$ cat src/rtl/icache_fetch.sv
// icache_fetch: direct-mapped instruction cache with 16-byte block refill.
// Optional hit/miss counters are enabled with `define ICACHE_STATS_EN.
module icache_fetch #(
  parameter int INDEX_W = 3,
  parameter int ADDR_W  = 10
) (
  input  logic              CLK,
  input  logic              RESET,
  input  logic [31:0]       PC,
  output logic [31:0]       INSTRUCTION,
  output logic              BUSYWAIT,
  output logic              MEM_READ,
  output logic [ADDR_W-5:0] MEM_ADDRESS,
  input  logic [127:0]      MEM_READDATA,
  input  logic              MEM_BUSYWAIT
`ifdef ICACHE_STATS_EN
  ,
  output logic [15:0]       HIT_COUNT,
  output logic [15:0]       MISS_COUNT
`endif
);
  localparam int TAG_W = ADDR_W - INDEX_W - 4;
  localparam int NB = 1 << INDEX_W;
  typedef enum logic [1:0] {S_IDLE, S_READ, S_UPDATE} state_t;
  state_t r_state, w_next;
  logic [NB-1:0] r_valid;
  logic [TAG_W-1:0] r_tag [NB];
  logic [3:0][31:0] r_data [NB];
  logic [ADDR_W-5:0] r_miss;
  logic [INDEX_W-1:0] w_index, w_miss_idx;
  logic [TAG_W-1:0] w_tag;
  logic [1:0] w_off;
  logic w_hit, w_unused;
  assign w_index = PC[INDEX_W+3:4];
  assign w_tag = PC[ADDR_W-1:INDEX_W+4];
  assign w_off = PC[3:2];
  assign w_unused = ^{PC[31:ADDR_W], PC[1:0]};
  assign w_miss_idx = r_miss[INDEX_W-1:0];
  assign w_hit = r_valid[w_index] && r_tag[w_index] == w_tag;
  always_comb begin
    w_next = r_state;
    case (r_state)
      S_IDLE:   w_next = w_hit ? S_IDLE : S_READ;
      S_READ:   w_next = MEM_BUSYWAIT ? S_READ : S_UPDATE;
      default:  w_next = S_IDLE;
    endcase
  end
  assign BUSYWAIT = !RESET && (r_state != S_IDLE || !w_hit);
  assign MEM_READ = !RESET && r_state == S_READ;
  assign MEM_ADDRESS = r_miss;
  assign INSTRUCTION = RESET ? 32'd0 : r_data[w_index][w_off];
  // Refill writes use only the latched miss address, so PC may wander meanwhile.
  always_ff @(posedge CLK) begin
    if (RESET) begin
      r_state <= S_IDLE;
      r_valid <= '0;
      r_miss <= '0;
      r_tag <= '{default: '0};
      r_data <= '{default: '0};
    end else begin
      r_state <= w_next;
      if (r_state == S_IDLE && !w_hit) r_miss <= {w_tag, w_index};
      if (r_state == S_READ && !MEM_BUSYWAIT) begin
        r_data[w_miss_idx] <= MEM_READDATA;
        r_tag[w_miss_idx] <= r_miss[ADDR_W-5:INDEX_W];
        r_valid[w_miss_idx] <= 1'b1;
      end
    end
  end
`ifdef ICACHE_STATS_EN
  always_ff @(posedge CLK) begin
    if (RESET) begin
      HIT_COUNT <= '0;
      MISS_COUNT <= '0;
    end else if (r_state == S_IDLE) begin
      if (w_hit && HIT_COUNT != 16'hFFFF) HIT_COUNT <= HIT_COUNT + 16'd1;
      if (!w_hit && MISS_COUNT != 16'hFFFF) MISS_COUNT <= MISS_COUNT + 16'd1;
    end
  end
`endif
endmodule

$ cat config.mk
export PLATFORM = sky130hd
export DESIGN_NAME = icache_fetch
export DESIGN_NICKNAME = d
export VERILOG_FILES = /design/src/rtl/icache_fetch.sv
export SDC_FILE = /design/constraint.sdc
export NUM_CORES = 2
export LEC_CHECK = 0
export BUFFER_PORTS_ARGS = -buffer_cell sky130_fd_sc_hd__buf_2
export CAP_MARGIN = 20
export CORE_MARGIN = 3
export CORE_UTILIZATION = 35
export DETAILED_ROUTE_END_ITERATION = 7
export HOLD_SLACK_MARGIN = 0.12
export PLACE_DENSITY = 0.53
export SLEW_MARGIN = 20
export SYNTH_ARGS = -nofsm -noshare
export SYNTH_HDL_FRONTEND = slang
export SYNTH_SLANG_ARGS = --single-unit
$ cat constraint.sdc
create_clock -name CLK -period 2 [get_ports CLK]
set_clock_uncertainty 0.2 [all_clocks]
set_input_delay 0.1 -clock CLK [delete_from_list [all_inputs] [get_ports CLK]]
set_output_delay 0.1 -clock CLK [all_outputs]
set_load 0.02 [all_outputs]
==> impl_metrics.ini <==
[logic_synthesis]
synth_adder_area_share = 0
yosys.area.top_type = dfxtp_1
postSynthCellCount = 5248
synth_compound_area_frac = 0.116
yosys.area_share.simple = 0.182
synth_area_per_cell_um2 = 8.68
synthDistinctLibCells = 26
synth_fp_nets = 5411
synth.area.mux_share = 0.172
synth_xor_area_frac = 0.000577
ys_warn_count = 0
syn_area_um2 = 45500
seq_area_frac_synth = 0.468
yosysTopAreaCellShare = 0.468
synth_top_family_by_area = simple AND/OR/NAND/NOR gates
synthTopCellsByArea = dfxtp_1 47%, nand2_1 17%, mux4_2 16%
synth-seq-cells = 1064

[routing]
viasPerCell = 5.51
top_layer_used = met5
dr.pass1.iters = 6
vias = 40987
drtIter0Drc = 4677
drcViolationCount = 0
ant_nets = 0
wl_met2_um = 85700
totalWireLength_um = 188000
dr_wl_met3_um = 15900
wl_per_cell_um = 25.2
wl_met1_um = 80000

[timing]
setup_violations = 585
slew_violations = 0
finalCritPeriodShare = 1.49
grt_setup_unrepaired = yes
timing.fmax_mhz = 335
worst_slack_ns = -0.982
tns_ns = -65.74
worst_pin_slew_ns = 0.608
layout_min_cycle_time_ns = 2.98
slew_headroom = 0.595
hold_viol = 0

[run]
drv_cap = 0

[worst_setup_path]
worst_setup_path_start_kind = flop
crit_fanout = 2
critical_path_arrival_ns = 2.68
r2r_slack_ns = -0.15
required_ns = 1.70
cp-end-kind = output port
path_class = flop to output port

[power_and_ir_drop]
vdd_drop_max_v = 0.000651
seqPwrFrac = 0.456
combPwrFrac = 0.085
pwr-share-clk = 0.459
power_density_nw_per_um2 = 777
switching_share = 0.246
p_leak_nw = 21.3
internal-power_mw = 35.7
p_sw_mw = 11.7

[layout]
fin_nets = 5780
utilization = 0.475
syn_to_final_growth_pct = 33.8
layout-drive-gt1-share = 0.267

[floorplanning]
die_h_um = 367
initial_core_util = 0.355
die_w_um = 367
core_um2 = 128000
row_count = 131
io_pins = 203
die_area_um2 = 134000

[cts]
cts_sinks = 1064
cts_tree = built
htreeDepth = 3
clk_pin_slew_ns = 0.06
clkLatencyLatePin_ns = 0.73
cts_made_buffers = 113
cts_root_buf = clkbuf_16
clockBufferDepth = 3

[place]
place_ws_ns = -0.814
portBuffers = 178
place.gp.congestion = 0.813
place_hpwl_um = 101000

[global_route]
grt_pass1_vias = 37573
grt_overflow = 0
antenna_found_initial = 23
grt_start_max_net_pins = 110
grt_pass1_wl_um = 248000
grt_util_all_layers = 0.239

[status]
violations = negative setup slack
status = complete, but fails checks

[hold_path]
worstHoldPathType = input port to flop
==> power groups by stage <==
stage	Combinational, mW	Sequential [mW]	Clock [mW]
floorplan	2.03	22.0	0
global placement	3.13	22.1	0
detailed placement	3.16	22.1	0
CTS	3.67	21.6	21.9
global route	4.22	21.6	22.8
finish	4.03	21.6	21.7
==> through the flow <==
| step | hold slack, ns | power, mW | std cells | cell area, µm² |
|---|---|---|---|---|
| 2_1_floorplan | 0.0554 | 24.1 | 5248 | 45800 |
| 3_3_place_gp | 0.192 | 25.2 | 6843 | 49600 |
| 3_5_place_dp | 0.195 | 25.2 | 6843 | 49600 |
| 4_1_cts | 0.121 | 47.2 | 7311 | 56500 |
| 5_1_grt | 0.138 | 48.6 | 7439 | 60900 |
| 6_report | 0.130 | 47.4 | 7445 | 61000 |
==> sequential cells by signal, summed over array words and instances (netlist names) <==
signal and flops:
r_valid 8, r_data 1024, r_state 2, MEM_ADDRESS 6
r_tag 24
==> synthesized netlist by cell type <==
cell and instances:
nand2_1 2103, and4_1 1, nand2b_1 13, nor3b_2 1, nor2b_1 2, buf_12 1, buf_2 110, mux2_2 1
a41oi_4 1, clkbuf_1 306, nor3_2 1, nand3_1 2, and2_1 6, nor2_1 51, inv_1 1, xor2_1 3
buf_4 131, a21oi_1 1050, buf_1 15, mux4_2 325, or2_2 1, nor3_1 2, dfxtp_1 1064, and3_1 2
buf_6 5, mux2i_1 50
==> cell families (layout without fill, tap and decap cells) <==
| logic type | count (synthesis) | in the layout |
|---|---|---|
| buffers and inverters | 569 | 1024 |
| multiplexers | 376 | 376 |
| XOR/XNOR | 3 | 3 |
| other | 0 | 7 |
| AND/OR/NAND/NOR | 2185 | 2191 |
| flip-flops | 1064 | 1064 |
| AO/OA/AOI/OAI | 1051 | 1051 |
==> worst max-delay path: stages, from the launching register on <==
cell     delay [ns]
dfxtp_2        0.32
mux4_2         0.48
mux4_2         0.58
mux2i_1        0.21
buf_4          0.17
nor2_1         0.04
buf_4          0.16
==> timing repair <==
| action | in CTS | in global routing |
|---|---|---|
| gates resized for setup | 92 | 586 |
| setup endpoints to repair | 184 | 608 |
| setup buffers | 9 | 35 |
| pin swaps | 13 | 233 |
| hold buffers | 249 | 0 |
| gates cloned | 4 | 94 |
| hold endpoints to repair | 1064 | 0 |
==> worst paths after layout <==
check                                              start                        to  cells after the start
worst max-delay path            r_data[748]$_SDFFE_PP0P_           INSTRUCTION[12]                      6
worst min-delay path                               PC[6]     r_state[0]$_SDFF_PP0_                      5
worst max register to register     r_state[0]$_SDFF_PP0_  r_data[807]$_SDFFE_PP0P_                     10
worst min register to register  r_data[527]$_SDFFE_PP0P_  r_data[527]$_SDFFE_PP0P_                      2
==> cell type report <==
type / instances / area (µm²)
Timing Repair Buffer: 816 / 10100
Fill cell: 11907 / 67400
Clock inverter: 37 / 404
Tap cell: 1729 / 2160
Inverter: 1 / 3.75
Antenna cell: 7 / 17.5
Multi-Input combinational cell: 3621 / 23500
Clock buffer: 170 / 3430
Sequential cell: 1064 / 21400
==> routing by layer <==
metal / vias to the layer above / GRT usage
met5: - / 0
met4: 12 / 0.0675
met3: 331 / 0.0367
met2: 1923 / 0.385
met1: 20388 / 0.332
li1: 18333 / -
==> layout by cell type (no fill, tap or decap), drive strengths merged <==
| master | instances |
|---|---|
| inv | 3 |
| nand3 | 2 |
| xor2 | 3 |
| nor3 | 3 |
| buf | 503 |
| and2 | 6 |
| and4 | 1 |
| nand2b | 13 |
| clkinvlp | 5 |
| dfxtp | 1064 |
| dlymetal6s4s | 2 |
| clkbuf | 235 |
| clkinv | 24 |
| dlygate4sd3 | 246 |
| a41oi | 1 |
| or2 | 1 |
| diode | 7 |
| nor2b | 2 |
| nand2 | 2109 |
| nor3b | 1 |
| mux2 | 1 |
| mux4 | 325 |
| nor2 | 51 |
| mux2i | 50 |
| and3 | 2 |
| a21oi | 1050 |
| bufinv | 6 |
(Power assumes the default switching activity.)
